$ cat config.mk
export PLATFORM = sky130hd
export DESIGN_NAME = pwm_multi
export DESIGN_NICKNAME = d
export VERILOG_FILES = /design/src/rtl/pwm_multi.sv
export SDC_FILE = /design/constraint.sdc
export NUM_CORES = 1
export LEC_CHECK = 0
export ABC_AREA = 1
export BUFFER_PORTS_ARGS = -buffer_cell sky130_fd_sc_hd__buf_2
export CORE_MARGIN = 10
export CORE_UTILIZATION = 50
export CTS_CLUSTER_SIZE = 14
export DETAILED_ROUTE_END_ITERATION = 10
export PLACE_DENSITY_LB_ADDON = 0.2
export RECOVER_POWER = 100
export SYNTH_ARGS = -nofsm -noshare
export SYNTH_HDL_FRONTEND = slang
export SYNTH_SLANG_ARGS = --single-unit
$ cat constraint.sdc
create_clock -name clk_i -period 8.4 [get_ports clk_i]
set_input_delay 1.26 -clock clk_i [delete_from_list [all_inputs] [get_ports clk_i]]
set_output_delay 1.26 -clock clk_i [all_outputs]
set_load 0.005 [all_outputs]
$ cat src/rtl/pwm_multi.sv
// Multi-channel PWM sharing one edge/center-aligned timebase.
// Period, mode, polarity and duty are double-buffered and take effect at a period boundary or on clear.
//
// dir state | meaning
// DIR_UP    | counting up (edge mode always stays here)
// DIR_DN    | center mode, counting down toward the boundary at 0
module pwm_multi #(
    parameter int W = 16,
    parameter int N = 4
) (
    input  logic         clk_i,
    input  logic         rst_i,
    input  logic         en_i,
    input  logic         clr_i,
    input  logic         prd_we_i,
    input  logic [W-1:0] prd_i,
    input  logic         mode_i,
    input  logic [N-1:0] pol_i,
    input  logic [N-1:0] dty_we_i,
    input  logic [W-1:0] dty_i,
    output logic [W-1:0] cnt_o,
    output logic [N-1:0] pwm_o,
    output logic         prd_end_o
);

    typedef enum logic {
        DIR_UP = 1'b0,
        DIR_DN = 1'b1
    } dir_t;

    localparam logic [W-1:0] ONE = {{(W-1){1'b0}}, 1'b1};

    dir_t         dir_q, dir_d;
    logic [W-1:0] cnt_q, cnt_d;
    logic         prd_end_q;
    logic         bnd;
    logic         load_act;

    logic [W-1:0] prd_sh, prd_act;
    logic         mode_sh, mode_act;
    logic [N-1:0] pol_sh, pol_act;
    logic [W-1:0] dty_sh  [N];
    logic [W-1:0] dty_act [N];

    logic [W-1:0] prd_m1;
    assign prd_m1 = prd_act - ONE;

    always_comb begin
        cnt_d    = cnt_q;
        dir_d    = dir_q;
        bnd      = 1'b0;
        load_act = 1'b0;
        if (clr_i) begin
            cnt_d    = '0;
            dir_d    = DIR_UP;
            load_act = 1'b1;
        end else if (en_i) begin
            if (prd_act == '0)
                bnd = 1'b1;
            else if (!mode_act)
                bnd = (cnt_q == prd_m1);
            else
                bnd = (dir_q == DIR_DN) && (cnt_q == '0);

            if (bnd) begin
                cnt_d    = '0;
                dir_d    = DIR_UP;
                load_act = 1'b1;
            end else if (dir_q == DIR_DN) begin
                cnt_d = cnt_q - ONE;
            end else if (mode_act && (cnt_q == prd_m1)) begin
                // center mode repeats the top value while turning around
                dir_d = DIR_DN;
            end else begin
                cnt_d = cnt_q + ONE;
            end
        end
    end

    always_ff @(posedge clk_i or posedge rst_i) begin
        if (rst_i) begin
            cnt_q     <= '0;
            dir_q     <= DIR_UP;
            prd_end_q <= 1'b0;
        end else begin
            cnt_q     <= cnt_d;
            dir_q     <= dir_d;
            prd_end_q <= bnd;
        end
    end

    // Transfer reads the shadow before this cycle's writes land in it.
    always_ff @(posedge clk_i or posedge rst_i) begin
        if (rst_i) begin
            prd_sh   <= '0;
            mode_sh  <= 1'b0;
            pol_sh   <= '0;
            prd_act  <= '0;
            mode_act <= 1'b0;
            pol_act  <= '0;
            for (int k = 0; k < N; k++) begin
                dty_sh[k]  <= '0;
                dty_act[k] <= '0;
            end
        end else begin
            if (load_act) begin
                prd_act  <= prd_sh;
                mode_act <= mode_sh;
                pol_act  <= pol_sh;
                for (int k = 0; k < N; k++)
                    dty_act[k] <= dty_sh[k];
            end
            if (prd_we_i) begin
                prd_sh  <= prd_i;
                mode_sh <= mode_i;
                pol_sh  <= pol_i;
            end
            for (int k = 0; k < N; k++)
                if (dty_we_i[k])
                    dty_sh[k] <= dty_i;
        end
    end

    always_comb begin
        pwm_o = pol_act;
        for (int k = 0; k < N; k++)
            pwm_o[k] = pol_act[k] ^ ((prd_act != '0) && (cnt_q < dty_act[k]));
    end

    assign cnt_o     = cnt_q;
    assign prd_end_o = prd_end_q;

endmodule

# Yosys cells after proc, flatten, opt, wreduce, memory -nomap -nowiden
# Cells that the tools add are included.
[classes] n_addsub=3 order_cmp=4 eq_ne=2 n_mux=19 n_bitwise=4 n_reduce_logical=11
[op_table] cell="$mux W16" count=5
[op_table] cell="$lt A16 B16 Y1" count=4
[op_table] cell="$logic_not A16 Y1" count=2
[op_table] cell="$sub A16 B1 Y16 const B" count=2
[op_table] cell="$add A16 B1 Y16 const B" count=1
[op_table] cell="$eq A16 B16 Y1" count=1
[op_table] cell="$reduce_bool A16 Y1" count=1
[op_table] cell="$mux W1" count=14
[op_table] cell="$logic_and A1 B1 Y1" count=6
[op_table] cell="$ne A4 B4 Y1 const B" count=1
[op_table] cell="$xor A1 B1 Y1" count=4
[op_table] cell="$reduce_and A2 Y1" count=1
[op_table] cell="$reduce_bool A2 Y1" count=1
[totals] register_bits=188 input_bits=46 output_inout_bits=21 word_cells=60

# Logic depth before layout (Yosys ltp)
# Gate-level depths: netlist of run 1.
[logic_depth] ltp_word=9 mapped_depth=19 mapped_depth_nobuf=18

# Worst setup path before layout of run 1
# OpenSTA, ideal clock, no wires.
[synth_timing] path_kind="reg-to-output" startpoint="register cnt_q[3] (netlist: cnt_o[3])" endpoint="output pwm_o[2]" arrival_time_ns=1.459 required_ns=7.140 path_slack_ns=5.681 path_stages_with_launch=9 n_path_buf=0 cell_sequence="dfrtp_1 ha_1 a21oi_1 o21ai_0 nand4_1 o211ai_1 nand3_1 nand3_1 xnor2_1"
[synth_via] elab_chain_len=3
[synth_lines] item="start: declaration" line_no="34" source="logic [W-1:0] cnt_q, cnt_d;"
[synth_lines] item="start signal: assignment" line_no="86" source="cnt_q <= cnt_d;"
[synth_lines] item="$lt A16 B16 Y1" line_no="127" source="pwm_o[k] = pol_act[k] ^ ((prd_act != '0) && (cnt_q < dty_act[k]));"
[synth_lines] item="$logic_and A1 B1 Y1" line_no="127"
[synth_lines] item="$xor A1 B1 Y1" line_no="127"
[synth_lines] item="end: declaration" line_no="22" source="output logic [N-1:0] pwm_o,"
# Every way passes these cells.

==> impl_metrics.tcl, run 1 <==
set metrics [dict create \
    cts_hold_buf 0 \
    cts_sinks 188 \
    clockBufferDepth 2 \
    cts_made_buffers 17 \
    place_hpwl_um 17910 \
    max_stage_delay_ps 2830 \
    final_cell_mix "nand2_1, inv_1, dfrtp_1" \
    dr_total_vias 8310 \
    end_kind "asynchronous set/reset pin" \
    worst_slew_pin_slew_ps 5126 \
    violations "capacitance limit, slew limit" \
    clk_latency_ps 440 \
    die_area_um2 27470 \
    fillers 2055 \
    cpMaxStageDelayCell "clkinvlp_2" \
    synth-main-ff-cell "dfrtp_1" \
    synth_edf_count 0 \
    synthCells 1292 \
    routedWlPerCell_um 15.70 \
    diodes 0 \
    viasPerCell 5.104 \
    die_width_um 165.7 \
    hold_viol 0 \
    tritoncts "yes" \
    antenna_found_initial 2 \
    drtAntennaViolNets 0 \
    drcViolationCount 0 \
    status "complete, but fails checks" \
    first_iter_violations 469 \
    syn_area_per_cell_um2 8.220 \
    crit_type "input port to asynchronous set/reset pin" \
    ioPinCount 67 \
    grt_max_degree 120 \
    path_cells "buf_2 -> clkinvlp_2 -> buf_4" \
    maxCapViolCount 1 \
    slew_violations 120 \
    syn_nets 1414 \
    slew_headroom -2.436 \
    setup_viol 0 \
    startpoint_type "input port" \
    synth_warnings 0 \
    htreeDepth 4 \
    async_flop_share 1.000 \
    start_util 0.5068 \
    dp_slack_ps 4662 \
    rsz0062_at_grt "false" \
    port_buffers 66 \
    final.setup.tns_ps 0 \
    grt_overflow 0 \
    post-place-cells 1596 \
    synth.ff_latch_count 188 \
    cellPowerDensity_nw_per_um2 199.7 \
    crit_arrival_ps 5370 \
    finalCritPeriodShare 0.5863 \
    max_freq_ghz 0.2030 \
    synth.cell_area_um2 10620 \
    dr.pass1.iters 5 \
    peakVddDrop_mv 0.1526 \
    min_period_ps 4925 \
    hp-class "flop to flop" \
    p_leak_nw 5.868 \
    drive_gt1_frac 0.08647 \
    area_delta_synth_final_pct 7.834 \
    finalNonFillerCells 1628 \
    layout_commonest_cell "nand2_1" \
    synth_cell_type_count 36 \
    fin_nets 1462 \
    critPathRequiredTime_ps 8840 \
    globalplace.congestion 0.9120 \
    seq_area_frac_synth 0.4430 \
    grt_pass1_vias 8176 \
    gr-usage-all-layers 0.1862 \
    fin_skew_ps 11.18 \
    drt-total-wl_um 25560 \
    fp.coreArea_um2 20960 \
    grt_pass1_wl_um 42180 \
    post_cts_resize_count 0 \
    post-cts-setup-buffers 0 \
    root_buffer "clkbuf_16" \
    fp-row-count 53 \
    total_power_mw 2.287 \
    fin_ws_ps 3475 \
    crit_fanout 119 \
    worst_setup_hold_path_clk_slew_ps 70 \
    die_h_um 165.7 \
]
==> metrics by stage <==
stage / hold slack, ps / cell area [µm²] / utilization
after floorplan: 453.0 / 10620 / -
after global placement: 465.8 / 11040 / 0.5269
after detailed placement: 469.8 / 11040 / 0.5269
after CTS: 487.5 / 11650 / 0.5561
after global routing: 507.4 / 11450 / 0.5465
final: 484.0 / 11450 / 0.5465
==> cells in the mapped netlist (2+ instances only) <==
cell type,n,share of area
xor2_1,13,0.011
nand2_2,23,0.014
nor2_1,66,0.023
ha_1,75,0.088
o21ai_2,45,0.037
clkbuf_1,19,0.0067
inv_1,211,0.075
o21bai_1,2,0.0014
buf_2,2,0.00094
dfrtp_1,188,0.44
nand3_1,52,0.025
buf_6,18,0.019
nand3b_1,4,0.0028
a21oi_1,51,0.024
nand4_1,11,0.0065
nor2_2,6,0.0035
nand2_4,2,0.0021
nor3_1,10,0.0047
nor2_4,2,0.0021
nand2_1,302,0.11
nor4_1,4,0.0024
o21ai_1,35,0.016
nand3_2,6,0.0057
xnor2_1,14,0.012
o211ai_1,4,0.0028
o21ai_0,114,0.054
o31ai_1,4,0.0028
==> routing by layer <==
layer,vias up,share of wire,global-route usage
li1,4210,-,-
met1,3882,0.47,0.2489
met2,178,0.46,0.2972
met3,36,0.051,0.03644
met4,4,0.017,0.05855
met5,-,0.00059,0
==> cell families after synthesis <==
kind of cell             Yosys count  share of synthesized area
AO/OA/AOI/OAI                    259                     0.1411
flip-flops                       188                     0.4430
AND/OR/NAND/NOR                  492                     0.2021
buffers and inverters            250                     0.1013
XOR/XNOR                          27                    0.02227
adder cells (fa/ha/maj)           76                    0.09025
==> worst paths after layout <==
kind | start | to | slack (ps) | cells after the start
worst max register to register | prd_act[0] | dty_act[10] | 4220 | 17
max in group clk_i | prd_act[0] | dty_act[10] | 4220 | 17
worst min-delay path | dty_act[42] | dty_act[42] | 480 | 2
worst max-delay path | rst_i | cnt_o[10] | 3470 | 3
min in group asynchronous | rst_i | dty_sh[58] | 2400 | 2
worst min register to register | dty_act[42] | dty_act[42] | 480 | 2
==> where the power goes <==
part	switching [mW]	total, mW	internal [mW]
registers	0.0626	1.06	1.00
logic	0.245	0.373	0.128
clock network	0.390	0.849	0.459
==> layout make-up <==
class	instances	area, µm²	share of cell area
clock buffers	18	439.2	0.03835
multi-input cells	854	4683	0.4089
inverters	211	793.3	0.06927
repair buffers	68	315.3	0.02753
well taps	275	344.1	0.03004
flip-flops and latches	188	4705	0.4108
clock inverters	14	172.7	0.01508
==> registers in the layout, summed over array words and instances, names as in the netlist <==
signal     cells
cnt_o         16
pol_sh         4
dty_act       64
dty_sh        64
prd_end_o      1
mode_sh        1
dir_q          1
prd_sh        16
mode_act       1
prd_act       16
pol_act        4
==> critical path, delay by kind of cell <==
kind / cells / cell delay (ps)
buf+inv: 3 / 3990
(Power assumes the default switching activity.)
==> run 2, diff against run 1 <==
==> constraint.sdc (replaced) <==
create_clock -name clk_i -period 4.7 [get_ports clk_i]
set_input_delay 0.705 -clock clk_i [delete_from_list [all_inputs] [get_ports clk_i]]
set_output_delay 0.705 -clock clk_i [all_outputs]
set_load 0.005 [all_outputs]
==> run 2 against run 1 <==
Sequential share of layout area fell by 0.10 points; critical path depth increased by 11; non-clock buffer count is 6 higher; combinational power increased by 82%; utilization is 0.14 points higher; global-route usage is 0.20 points higher; register-to-register slack got worse by 3100 ps; design area increased by 0.25%; hold slack got worse by 14 ps; the run still ends with capacitance limit, slew limit left.
==> impl_metrics.tcl, run 2 (synthesis results as in run 1) <==
set metrics [dict create \
    grt_pass1_wl_um 42390 \
    pwr-share-clk 0.356 \
    hp-class "input port to flop" \
    seq_power_share 0.474 \
    grt_overflow 0 \
    routedWlPerCell_um 15.72 \
    first_iter_violations 559 \
    max_freq_ghz 0.2806 \
    drive_gt1_frac 0.09198 \
    fp-row-count 53 \
    final.setup.tns_ps 0 \
    area_delta_synth_final_pct 8.105 \
    setup_viol 0 \
    drt-total-wl_um 25680 \
    cts_sinks 188 \
    grt_pass1_vias 8109 \
    violations "capacitance limit, slew limit" \
    finalCritPeriodShare 0.7581 \
    critPathRequiredTime_ps 4980 \
    dr_total_vias 8371 \
    fin_skew_ps 12.39 \
    ff2ff_path_depth 14 \
    die_area_um2 27470 \
    tritoncts "yes" \
    diodes 0 \
    crit_arrival_ps 3840 \
    clk_latency_ps 440 \
    cts_made_buffers 17 \
    p_leak_nw 5.888 \
    root_buffer "clkbuf_16" \
    dr.pass1.iters 5 \
    fp.coreArea_um2 20960 \
    drcViolationCount 0 \
    layout_commonest_cell "nand2_1" \
    wl_met1_um 12350 \
    total_power_mw 4.009 \
    switchingPower_mw 1.265 \
    crit_type "flop to flop" \
    end_kind "flop" \
    clockBufferDepth 2 \
    largestRegisters "dty_act x64, dty_sh x64" \
    comb_power_share 0.170 \
    maxCapViolCount 2 \
    crit_fanout 82 \
    min_path_cells 3 \
    port_buffers 66 \
    fin_ws_ps 1137 \
    post_cts_resize_count 0 \
    startpoint_type "flop" \
    intPower_mw 2.744 \
    die_width_um 165.7 \
    worst_slew_pin_slew_ps 2558 \
    dr_wl_met3_um 1066 \
    antenna_found_initial 0 \
    final_cell_mix "nand2_1, inv_1, dfrtp_1" \
    min_period_ps 3563 \
    status "complete, but fails checks" \
    post-cts-setup-buffers 0 \
    drtAntennaViolNets 0 \
    peakVddDrop_mv 0.2293 \
    gr-usage-all-layers 0.1882 \
    rsz0062_at_grt "false" \
    die_h_um 165.7 \
    grt_max_degree 189 \
    globalplace.congestion 0.9035 \
    htreeDepth 4 \
    place_hpwl_um 18020 \
    ioPinCount 67 \
    viasPerCell 5.123 \
    met2_length_um 11770 \
    slew_violations 232 \
    highest_layer "met4" \
    hold_viol 0 \
    cts_hold_buf 0 \
    worst_setup_hold_path_clk_slew_ps 80 \
    start_util 0.5068 \
    whs_ps 469.5 \
    fin_nets 1468 \
    dp_slack_ps 1415 \
    slew_headroom -0.7051 \
    switching_share 0.3156 \
    cellPowerDensity_nw_per_um2 349.2 \
]
run 2: cell count changes in the layout (fill, tap and decap cells not counted), sizes merged:
cell	delta
inv	-3
buf	+2
clkbuf	+4
clkinv	+5
bufinv	-2
run 2: metal layers:
layer	global-route usage	up-vias
li1	-	4242
met1	0.2538	3954
met2	0.2956	139
met3	0.04236	36
met4	0.05586	0
met5	0	-
run 2: power groups by stage:
stage               Combinational, mW  Sequential, mW  Clock, mW
floorplan                       0.560            1.90          0
global placement                0.709            1.93          0
detailed placement              0.724            1.93          0
CTS                             0.730            1.90       1.46
global route                    0.799            1.92       1.54
finish                          0.680            1.90       1.43
run 2: path summary, 6_finish.rpt:
path / start / endpoint / slack, ps
worst max-delay path: cnt_o[10] / prd_act[2] / 1140
min in group asynchronous: rst_i / dty_sh[42] / 1160
max in group asynchronous: rst_i / cnt_o[4] / 1910
worst max register to register: cnt_o[10] / prd_act[2] / 1140
worst min-delay path: prd_i[12] / prd_sh[12] / 470
worst min register to register: dty_act[12] / dty_act[12] / 480
run 2: worst max-delay path, cell delays in order, from the launching register on:
cell and delay, ps:
dfrtp_1 320, clkbuf_1 700, xor2_1 350, inv_1 80
nand2_1 70, nand2_1 40, nand2_1 60, inv_1 50
nand2_1 50, nor2_1 40, nand4_1 110, nand3_4 230
nand2_8 460, clkbuf_2 610, o21ai_0 180
run 2: final cells by class:
| class | instances | area [µm²] |
|---|---|---|
| well taps | 275 | 344.1 |
| inverters | 211 | 795.8 |
| fillers | 2024 | 9474 |
| clock inverters | 14 | 152.6 |
| clock buffers | 18 | 439.2 |
| flip-flops and latches | 188 | 4705 |
| multi-input cells | 854 | 4701 |
| repair buffers | 74 | 344.1 |
run 2: stage by stage:
step | cells | instance area (µm²) | utilization
floorplan | 1292 | 10620 | -
global placement | 1602 | 11100 | 0.5295
detailed placement | 1602 | 11100 | 0.5295
CTS | 1634 | 11690 | 0.5577
global route | 1634 | 11480 | 0.5479
finish | 1634 | 11480 | 0.5479
